**src/rtl/cskip_a16.sv**
```systemverilog
// 16-bit unsigned carry-skip adder: four 4-bit ripple blocks, each with a group-propagate bypass mux.
// Latency: one cycle; S/cout register x + y on every rising clk edge.
// Backpressure: none; accepts one addition per cycle with no handshake or enable.
module cskip_a16 (
    input  logic        clk,
    input  logic        rst,
    input  logic [15:0] x,
    input  logic [15:0] y,
    output logic [15:0] S,
    output logic        cout
);

    logic [15:0] p;
    logic [15:0] g;
    logic [15:0] sum_c;
    logic [4:0]  blk_c;  // blk_c[k] is the carry into block k; blk_c[4] is the final carry
    logic [3:0]  blk_p;  // group propagate per block, selects the bypass path

    // Bitwise propagate/generate terms feeding every block.
    always_comb begin
        p = x ^ y;
        g = x & y;
    end

    // Ripple inside each block, then a skip mux chooses between the ripple carry-out
    // and the block's own carry-in when every bit of the block propagates.
    always_comb begin
        logic rc;
        rc       = 1'b0;
        sum_c    = '0;
        blk_c    = '0;
        blk_p    = '0;
        blk_c[0] = 1'b0;
        for (int k = 0; k < 4; k++) begin
            rc = blk_c[k];
            for (int i = 0; i < 4; i++) begin
                sum_c[4*k+i] = p[4*k+i] ^ rc;
                rc           = g[4*k+i] | (p[4*k+i] & rc);
            end
            blk_p[k]   = &p[4*k +: 4];
            blk_c[k+1] = blk_p[k] ? blk_c[k] : rc;
        end
    end

    // Output registers; reset clears them immediately, independent of the clock.
    always_ff @(posedge clk or posedge rst) begin
        if (rst) begin
            S    <= 16'h0000;
            cout <= 1'b0;
        end else begin
            S    <= sum_c;
            cout <= blk_c[4];
        end
    end

endmodule

```
**config.mk**
```make
export PLATFORM = sky130hd
export DESIGN_NAME = cskip_a16
export DESIGN_NICKNAME = d
export VERILOG_FILES = /design/src/rtl/cskip_a16.sv
export SDC_FILE = /design/constraint.sdc
export NUM_CORES = 1
export LEC_CHECK = 0
export ABC_AREA = 1
export BUFFER_PORTS_ARGS = -buffer_cell sky130_fd_sc_hd__buf_2
export CAP_MARGIN = 0
export CELL_PAD_IN_SITES_DETAIL_PLACEMENT = 1
export CELL_PAD_IN_SITES_GLOBAL_PLACEMENT = 2
export CORE_ASPECT_RATIO = 2
export CORE_UTILIZATION = 25
export DETAILED_ROUTE_END_ITERATION = 8
export GPL_ROUTABILITY_DRIVEN = 0
export PLACE_DENSITY_LB_ADDON = 0.08
export SLEW_MARGIN = 20
export SYNTH_ARGS = -nofsm -noshare
export SYNTH_HDL_FRONTEND = slang
export SYNTH_SLANG_ARGS = --single-unit
export TNS_END_PERCENT = 100
```
**constraint.sdc**
```tcl
create_clock -name clk -period 0.8 [get_ports clk]
set_clock_uncertainty 0.1 [all_clocks]
set_input_delay 0.04 -clock clk [delete_from_list [all_inputs] [get_ports clk]]
set_output_delay 0.04 -clock clk [all_outputs]
set_load 0.01 [all_outputs]
```
==> results.md, run 1 <==
- Comb power frac: between 30% and 40%
- Power density over the cells: 1530 nW/um^2
- Fin crit period: about 6.3 ns
- Crit-path most repeated cell: fa_2
- Setup crit end kind: flop
- Max cap viols: 0
- Outcome: complete, but fails checks
- Cts hold-fix bufs: 1
- Netlist Area Pre-Place: 1050 um^2
- RSZ-0062 raised after global routing: true
- Total CTS buffers: 3
- Drt wl/cell: 12.1 um
- Tcrit/Tclk final: 784%
- Hold crit path type: primary input to flop
- Final setup fails: 32
- Worst Tran Pin Value: 0.224 ns
- Post-synth top area share: between 40% and 50%
- Vias per cell: 4.00
- Sequential Power Share: between 30% and 40%
- Highest-delay cell along the critical path: fa_2
- F_max: approximately 160 MHz
- Area Growth Syn to Fin: 76.7%
- GRT Residual Overflow: 0
- Die width: 47.9 um
- ANT nets after route: 0
- CP peak stage delay: 0.43 ns
- Register area share after synthesis: 40.4%
- Fin nets: 240
- FF+latch count, synth: 17
- Fraction of layout cells with a size suffix above 1: 70.1%
- Antenna diodes: 0
- CTS clock-pin slew for the worst setup and hold paths: 0.07 ns
- Post-detail-place hpwl: 2.05 mm
- Port bufs: 50
- Startpoint Class: primary input
- Filler cells: 480
- Core Rows: 33
- # IOs: about 50
- Root Driver: clkbuf_8
- Setup TNS: -46.60 ns
- Slew margin rel.: 85.1%
- Arrival @ worst endpoint: around 6.4 ns
- Sw Share: 29.4%
- Clock power frac: 23.3%
- Register area: about 430 um^2
- Area leader, netlist: dfrtp_1
- Area of the multi-input gates: 664 um^2
- Routed WL: roughly 2.7 mm
- Synth cell types: 14
- Int Pwr: 2.01 mW
- Syn nets: 142
- WS Path Type: primary input to flop
- Max clock buf depth: 2
- Placement Cell Area: 1600 um^2
- Worst Slack Setup Final: -5.47 ns
- Worst hold margin: -0.0916 ns
- Initial antenna violation count: 0
- DR pass1 iterations: 2
- Failing checks: negative hold slack, negative setup slack
- WP data required: 0.90 ns
- P_sw: 0.840 mW
- # DRC: 0
- Hold Vio Cnt, Final: 1
- CTS tree: done
- Vias in the first global route: between 1000 and 1500
- Final instance area: 1860 um^2
- Peak supply drop: ~0.53 mV
- Area of the core: 4050 um^2
- Full die area: 4490 um^2
- Worst-path fanout max: 2
- Gr usage total: 14.2%
- Top cells by area, synth: dfrtp_1, fa_1, ha_1
- Clock Sinks: 17
- Slew Viols, Final: 0
- Static Leak: 0.956 nW
- Syn Inst Count: 77
- Largest net degree at the start of global routing: 18
- Global-route wire length before repair: 4.41 mm
- Vias: 904
- Initial core utilization: 26.0%
- Syn_area_per_cell: between 10 and 15 um^2
- CTS H-tree lvls: 1
- Die Y-Extent: 93.8 um
- DRT iter0 DRCs: 16
- Synth warn: 0
==> placed cells by master (no fill, tap or decap), types with 5 or more instances in the layout <==
| master | Yosys | final |
|---|---|---|
| buf_2 | 0 | 42 |
| buf_4 | 0 | 42 |
| dfrtp_1 | 17 | 17 |
| fa_2 | 0 | 15 |
| ha_1 | 16 | 15 |
| buf_6 | 0 | 8 |
| nand2_1 | 9 | 7 |
| inv_1 | 8 | 5 |
==> logic make-up after synthesis <==
group	synth area share (%)
DFF	40.4
adders and majority gates	47.6
buffers and inverters	3.21
and+or+nand+nor	8.32
AOI/OAI and AO/OA	0.475
==> metrics by stage <==
step | utilization [%] | std cells | hold slack [ns] | total power, mW | setup slack (ns)
after global placement | 39.6 | 203 | -0.0349 | 1.91 | -5.80
after detailed placement | 39.6 | 203 | -0.0292 | 1.95 | -5.86
after floorplan | - | 77 | -0.134 | 1.45 | -5.41
final | 45.9 | 226 | -0.0916 | 2.85 | -5.47
after global routing | 45.9 | 226 | -0.0999 | 3.07 | -5.65
after CTS | 44.9 | 227 | -0.0950 | 2.79 | -5.52
==> synthesized netlist by cell type <==
cell type	number
inv_1	8
nor2_1	2
clkinv_1	1
or2_1	1
nand4_1	1
o21ai_1	1
nand2_2	1
ha_1	16
nand2_1	9
and2_1	1
or2_2	1
fa_1	15
nand3_1	3
dfrtp_1	17
==> per-layer routing <==
metal	vias up	part of all wire, %	GRT usage [%]
li1	422	-	-
met1	452	28	11.1
met2	26	67	28.9
met3	4	3.4	2.12
met4	0	1.8	6.25
met5	-	0	0
==> power groups by stage <==
| stage | combinational (mW) | sequential [mW] | clock, mW |
|---|---|---|---|
| 2_1_floorplan | 0.265 | 1.18 | 0 |
| 3_3_place_gp | 0.830 | 1.08 | 0 |
| 4_1_cts | 1.04 | 1.07 | 0.685 |
| 6_report | 1.11 | 1.08 | 0.666 |
| 3_5_place_dp | 0.863 | 1.08 | 0 |
| 5_1_grt | 1.25 | 1.10 | 0.718 |
==> state kept, by name, summed over array words and instances (netlist names) <==
name and cells:
S 16, cout 1
==> final timing paths <==
check / depth (start not counted) / from / endpoint / slack [ns]
max in group asynchronous: 4 / rst / S[10] / 0.17
setup / recovery: 25 / y[0] / S[15] / -5.47
hold / removal: 2 / x[0] / S[0] / -0.09
min in group asynchronous: 4 / rst / S[2] / 0.24
==> critical path, delay by kind of cell <==
family / cells / cell delay (ns)
AND/OR/NAND/NOR: 4 / 0.59
adder cells (fa/ha/maj): 16 / 5.43
AO/OA/AOI/OAI: 1 / 0.07
buffers and inverters: 4 / 0.25
==> area by class of cell <==
type	count	area share [%]
Multi-Input combinational cell	51	35.7
Sequential cell	17	22.9
Clock buffer	4	2.42
Timing Repair Buffer	93	33.6
Inverter	9	1.82
Tap cell	52	3.50
==> timing repair <==
action                     4_1_cts  5_1_grt
setup buffers                   19        1
pin swaps                        2        2
gates resized for setup          3       13
hold endpoints to repair        18        1
setup endpoints to repair       32       32
Note: power is estimated with default switching activity, not from simulation.
==> run 2: changes to the inputs <==
--- a/config.mk
+++ b/config.mk
@@ -11,9 +11,11 @@
 export CELL_PAD_IN_SITES_DETAIL_PLACEMENT = 1
 export CELL_PAD_IN_SITES_GLOBAL_PLACEMENT = 2
 export CORE_ASPECT_RATIO = 2
-export CORE_UTILIZATION = 25
+export CORE_MARGIN = 1.5
+export CORE_UTILIZATION = 28
 export DETAILED_ROUTE_END_ITERATION = 8
 export GPL_ROUTABILITY_DRIVEN = 0
+export HOLD_SLACK_MARGIN = 0.05
 export PLACE_DENSITY_LB_ADDON = 0.08
 export SLEW_MARGIN = 20
 export SYNTH_ARGS = -nofsm -noshare
==> constraint.sdc (replaced) <==
create_clock -name clk -period 6.47 [get_ports clk]
set_clock_uncertainty 0.1 [all_clocks]
set_input_delay 0.3235 -clock clk [delete_from_list [all_inputs] [get_ports clk]]
set_output_delay 0.3235 -clock clk [all_outputs]
set_load 0.01 [all_outputs]
==> run 2 against run 1 <==
Effect of this change:
- the run ends with negative setup slack left
- power is 89% lower
- highest routed layer unchanged
- die area is 7.4% lower
- global-route usage is 2.1 points lower
- sequential power is 88% lower
- sequential cell count stayed put
- final cell count is 18% lower
- via count is 18% lower
- largest power group is now registers
- largest cell class unchanged
- final area is 18% lower
==> results.md, run 2 (synthesis gave the netlist of run 1 again) <==
- Outcome: complete, but fails checks
- Failing checks: negative setup slack
- Worst-path fanout max: 2 (unchanged)
- Initial antenna violation count: 0 (unchanged)
- Fin crit period: 6.54 ns
- CTS tree: done
- Startpoint Class: primary input
- Most frequent cells in the layout: buf_2, dfrtp_1, fa_2, ha_1, nand2_1
- Static Leak: 0.762 nW (-20%)
- # IOs: 51 (unchanged)
- Max reg flops: 16 (unchanged)
- Peak supply drop: 0.0896 mV (-83%)
- ANT nets after route: 0 (unchanged)
- Worst Setup EP: S[15]
- RSZ-0062 raised after global routing: true
- Die Y-Extent: 89.7 um (-4.3%)
- Clock Sinks: 17 (unchanged)
- Biggest regs: S x16, cout x1
- Layout Cells excl Fill: 185 (-18%)
- # DRC: 0 (unchanged)
- Port bufs: 50 (unchanged)
- Antenna diodes: 0 (unchanged)
- F_max: 153 MHz
- Largest net degree at the start of global routing: 18 (unchanged)
- Area of the core: 3610 um^2 (-11%)
- Arrival @ worst endpoint: 6.63 ns (+0.25 ns)
- DRT iter0 DRCs: 1 (-15)
- Worst Tran Pin Value: 0.638 ns (+0.414 ns)
- CTS clock-pin slew for the worst setup and hold paths: 0.07 ns (about the same)
- Global-route wire length before repair: 3.53 mm (-20%)
- Max clock buf depth: 2 (unchanged)
- Slew margin rel.: 57.4% (-28 points)
- GRT Residual Overflow: 0 (unchanged)
- Cts hold-fix bufs: 0 (-1)
- Max cap viols: 0 (unchanged)
- Area Growth Syn to Fin: 44.7%
- Slew Viols, Final: 0 (unchanged)
- Full die area: 4160 um^2 (-7.4%)
- Hold crit path type: primary input to asynchronous set/reset pin
- Hold Vio Cnt, Final: 0 (-1)
- Drt wl/cell: 11.9 um (-2.0%)
- Grt met2 use: 25.5% (-3.4 points)
- Fin nets: 202 (-16%)
- Routed WL: 2.19 mm (-20%)
- DR pass1 iterations: 2 (unchanged)
- Gr usage total: 12.1% (-2.1 points)
- GRT met3 Usage: 1.20% (-0.92 points)
- Setup crit end kind: flop
- Total CTS buffers: 3 (unchanged)
- M1 GR Usage: 9.54% (-1.6 points)
- Tcrit/Tclk final: 101%
- WP data required: 6.56 ns (+5.66 ns)
- Initial core utilization: 29.2% (+3.2 points)
- Vias per cell: 4.02 (+0.54%)
- Post-Place Cells: 180 (-11%)
- Root Driver: clkbuf_8
- Total power: 0.308 mW (-89%)
- Worst Slack Setup Final: -0.0703 ns (+5.40 ns)
- Post-detail-place hpwl: 2.00 mm (-2.6%)
- Vias: 744 (-18%)
- Critical path origin: y[0]
- Die width: 46.3 um (-3.2%)
- Fraction of layout cells with a size suffix above 1: 61.0% (-9.1 points)
- Power density over the cells: 203 nW/um^2 (-87%)
- WS Path Type: primary input to flop
- Core Rows: 31 (-6.1%)
- Final setup fails: 1 (-97%)
- Commonest non-fill, non-tap cell in the layout: buf_2
- Grt peak-use layer: met2
- CTS H-tree lvls: 1 (unchanged)
- Vias in the first global route: 893 (-18%)
- Largest Register: S
==> run 2: worst min path at each step <==
stage | endpoint | cells after the start
after CTS | S[11] | 2
final | S[1] | 2
after global placement | S[5] | 2
after detailed placement | S[2] | 2
after floorplan | S[0] | 1
after global routing | S[11] | 2
==> run 2: layout make-up <==
cell class                      count  area, um^2
Inverter                            9        33.8
Tap cell                           49        61.3
Sequential cell                    17         425
Multi-Input combinational cell     51         657
Timing Repair Buffer               55         300
Clock buffer                        4        45.0
Fill cell                         424        2080
==> run 2: metal layers <==
| layer | part of all wire, % | vias up |
|---|---|---|
| li1 | - | 346 |
| met1 | 26 | 371 |
| met2 | 68 | 25 |
| met3 | 4.7 | 2 |
| met4 | 1.7 | 0 |
| met5 | 0 | - |
==> run 2: what timing repair did <==
| item | CTS | global route |
|---|---|---|
| endpoints found under the hold margin | 0 | 0 |
| resized for setup | 9 | 4 |
| endpoints found under the setup margin | 2 | 2 |
| buffers inserted | 1 | 0 |
| pin swaps | 8 | 5 |
==> run 2: where the power goes <==
part | internal, mW | switching, mW | total, mW
Sequential | 0.127 | 0.00482 | 0.132
Combinational | 0.0477 | 0.0512 | 0.0989
Clock | 0.0436 | 0.0343 | 0.0779
Total | 0.218 | 0.0903 | 0.308
==> run 2: stage by stage <==
stage          instance area, um^2  TNS, ns  hold slack, ns  setup WS (ns)  utilization [%]
2_1_floorplan                 1080   -0.109           0.150         -0.109                -
3_3_place_gp                  1430   -0.931           0.358         -0.457             39.5
3_5_place_dp                  1430    -1.16           0.359         -0.547             39.5
4_1_cts                       1520   -0.218          0.0908         -0.164             42.1
5_1_grt                       1520   -0.436           0.118         -0.273             42.2
6_report                      1520  -0.0703          0.0530        -0.0703             42.2
==> run 2: critical path, stage by stage <==
cell,delay (ns)
buf_6,0.10
ha_4,0.15
fa_2,0.33
fa_2,0.34
fa_2,0.35
nand2_2,0.08
inv_2,0.04
fa_2,0.33
fa_2,0.37
fa_2,0.35
fa_2,0.34
o21ai_2,0.07
nand2_1,0.09
fa_2,0.34
fa_2,0.34
fa_2,0.35
fa_2,0.33
or2_1,0.23
and2_4,0.17
fa_2,0.36
fa_2,0.35
fa_2,0.35
inv_2,0.07
fa_2,0.43
inv_2,0.05
==> run 3: changes to the inputs <==
--- a/config.mk
+++ b/config.mk
@@ -12,7 +12,8 @@
 export CELL_PAD_IN_SITES_GLOBAL_PLACEMENT = 2
 export CORE_ASPECT_RATIO = 2
 export CORE_MARGIN = 1.5
-export CORE_UTILIZATION = 28
+export CORE_UTILIZATION = 29
+export CTS_BUF_LIST = sky130_fd_sc_hd__clkbuf_2
 export DETAILED_ROUTE_END_ITERATION = 8
 export GPL_ROUTABILITY_DRIVEN = 0
 export HOLD_SLACK_MARGIN = 0.05
==> run 3 against run 2 <==
Effect of this change:
- the flow now finishes without violations
- highest routed layer unchanged
- sequential share of layout area is 0.68 points higher
- largest power group unchanged
- count of clock-buffer cells in the layout stayed put
- critical path type unchanged
- combinational power is 1% lower
- setup slack better by 0.078 ns
- final cell count is 1.6% lower
- sequential power hardly changed
- largest cell class unchanged
==> results.md, run 3 (synthesis gave the netlist of run 1 again) <==
- CP peak stage delay: 0.43 ns (about the same)
- Die width: 45.6 um (-1.6%)
- Static Leak: 0.748 nW (-1.9%)
- RSZ-0062 raised after global routing: true
- Commonest non-fill, non-tap cell in the layout: buf_2
- Setup crit end kind: flop
- Crit-path most repeated cell: fa_2
- Startpoint Class: primary input
- F_max: 155 MHz (+1.2%)
- Vias in the first global route: 884 (-1.0%)
- DR pass1 iterations: 3 (+1)
- Arrival @ worst endpoint: 6.61 ns (-0.02 ns)
- P_sw: 0.0889 mW (-1.5%)
- CP bufs+invs: 4 (unchanged)
- Hold Vio Cnt, Final: 0 (unchanged)
- Largest net degree at the start of global routing: 18 (unchanged)
- Fraction of layout cells with a size suffix above 1: 61.2% (+0.16 points)
- WS Path Type: primary input to flop
- Fin nets: 200 (-0.99%)
- Clock Sinks: 17 (unchanged)
- Initial core utilization: 30.8% (+1.6 points)
- WP data required: 6.62 ns (+0.06 ns)
- Worst-path fanout max: 2 (unchanged)
- Filler cells: 387 (-8.7%)
- Crit path max-delay family: adder cells
- Clock power frac: 17.7% (-7.5 points)
- Total power: 0.279 mW (-9.7%)
- Initial antenna violation count: 0 (unchanged)
- Worst Slack Setup Final: 0.00778 ns (+0.0781 ns)
- Max reg flops: 16 (unchanged)
- Core Rows: 30 (-3.2%)
- Most frequent cells in the layout: buf_2, dfrtp_1, fa_2, ha_1, nand2_1
- Largest Register: S
- Global-route wire length before repair: 3.53 mm (unchanged)
- CTS clock-pin slew for the worst setup and hold paths: 0.15 ns (+0.08 ns)
- Die Y-Extent: 88.2 um (-1.7%)
- Highest-delay cell along the critical path: fa_2
- CTS H-tree lvls: 1 (unchanged)
- Slew margin rel.: 57.1% (-0.31 points)
- Area of the core: 3420 um^2 (-5.3%)
- Hold crit path type: primary input to flop
- Tcrit/Tclk final: 99.9% (-1.2 points)
- Comb power frac: 35.0% (+2.9 points)
- Gr usage total: 12.5% (+0.33 points)
- Hold Crit Depth: 2
- Int Pwr: 0.190 mW (-13%)
- Drt wl/cell: 12.0 um (+1.5%)
- GRT Residual Overflow: 0 (unchanged)
- Routed WL: 2.19 mm (-0.18%)
- # IOs: 51 (unchanged)
- Outcome: finished clean
- Antenna diodes: 0 (unchanged)
- DRT iter0 DRCs: 5 (+4)
- Final setup fails: 0 (-1)
- # DRC: 0 (unchanged)
- Max clock buf depth: 2 (unchanged)
- Fin crit period: 6.46 ns (-0.0781 ns)
- Total CTS buffers: 3 (unchanged)
- Vias per cell: 4.12 (+2.5%)
- Max cap viols: 0 (unchanged)
- Peak supply drop: 0.0618 mV (-31%)
- Biggest regs: S x16, cout x1
- ANT nets after route: 0 (unchanged)
- Worst Tran Pin Value: 0.643 ns (+0.00463 ns)
- Area Growth Syn to Fin: 41.3%
- Sequential Power Share: 47.3% (+4.6 points)
- Sw Share: 31.9% (+2.6 points)
- Power density over the cells: 187 nW/um^2 (-7.5%)
- Vias: 750 (+0.81%)
- Full die area: 4020 um^2 (-3.3%)
- Port bufs: 50 (unchanged)
- CTS tree: done
- Slew Viols, Final: 0 (unchanged)
- Pre-CTS setup slack: -0.551 ns (-0.00383 ns)
- Root Driver: clkbuf_2
- CP Depth: 25 (unchanged)
==> run 3: cell count changes in the layout (fill, tap and decap cells not counted) <==
cell and change:
clkbuf_2 +4, or2_1 -1, buf_4 -3, dlygate4sd3_1 +1, clkbuf_8 -3, clkbuf_1 -1, or2_4 +1
==> run 3: power groups by stage <==
stage,combinational [mW],clock [mW],sequential [mW]
6_report,0.0975,0.0494,0.132
3_3_place_gp,0.0907,0,0.134
2_1_floorplan,0.0309,0,0.146
5_1_grt,0.113,0.0572,0.134
3_5_place_dp,0.0957,0,0.134
4_1_cts,0.0993,0.0527,0.132
==> run 3: metrics by stage <==
stage	cells	TNS (ns)	util, %	hold WS [ns]	cell area, um^2
6_report	182	0	43.5	0.143	1490
5_1_grt	182	-0.206	43.5	0.107	1490
3_5_place_dp	177	-1.19	41.3	0.355	1410
4_1_cts	182	-0.0435	43.2	0.123	1470
2_1_floorplan	77	-0.109	-	0.150	1080
3_3_place_gp	177	-0.918	41.3	0.344	1410
==> run 3: path summary, 6_finish.rpt <==
kind | start | end
max | y[0] | S[15]
min | x[0] | S[0]
max in group asynchronous | rst | S[14]
min in group asynchronous | rst | S[4]
==> run 3: final cells by class <==
cell class / count / area [um^2] / share of cell area (%)
multi-input cells: 51 / 659 / 44.4
well taps: 48 / 60.1 / 4.04
clock buffers: 4 / 20.0 / 1.35
inverters: 9 / 33.8 / 2.27
flip-flops and latches: 17 / 425 / 28.6
repair buffers: 53 / 288 / 19.4
==> run 3: what timing repair did <==
action / CTS / global route
buffers inserted: 0 / 0
endpoints found under the hold margin: 17 / 0
pin swaps: 1 / 3
hold buffers: 1 / 0
setup endpoints to repair: 2 / 2
resized for setup: 7 / 7
==> run 3: routing by layer <==
metal / GRT usage, % / routed length, um / vias to the layer above
met5: 0 / 0 / -
met4: 7.22 / 59 / 0
met3: 1.65 / 123 / 5
met2: 24.6 / 1420 / 27
met1: 10.6 / 583 / 376
li1: - / - / 342
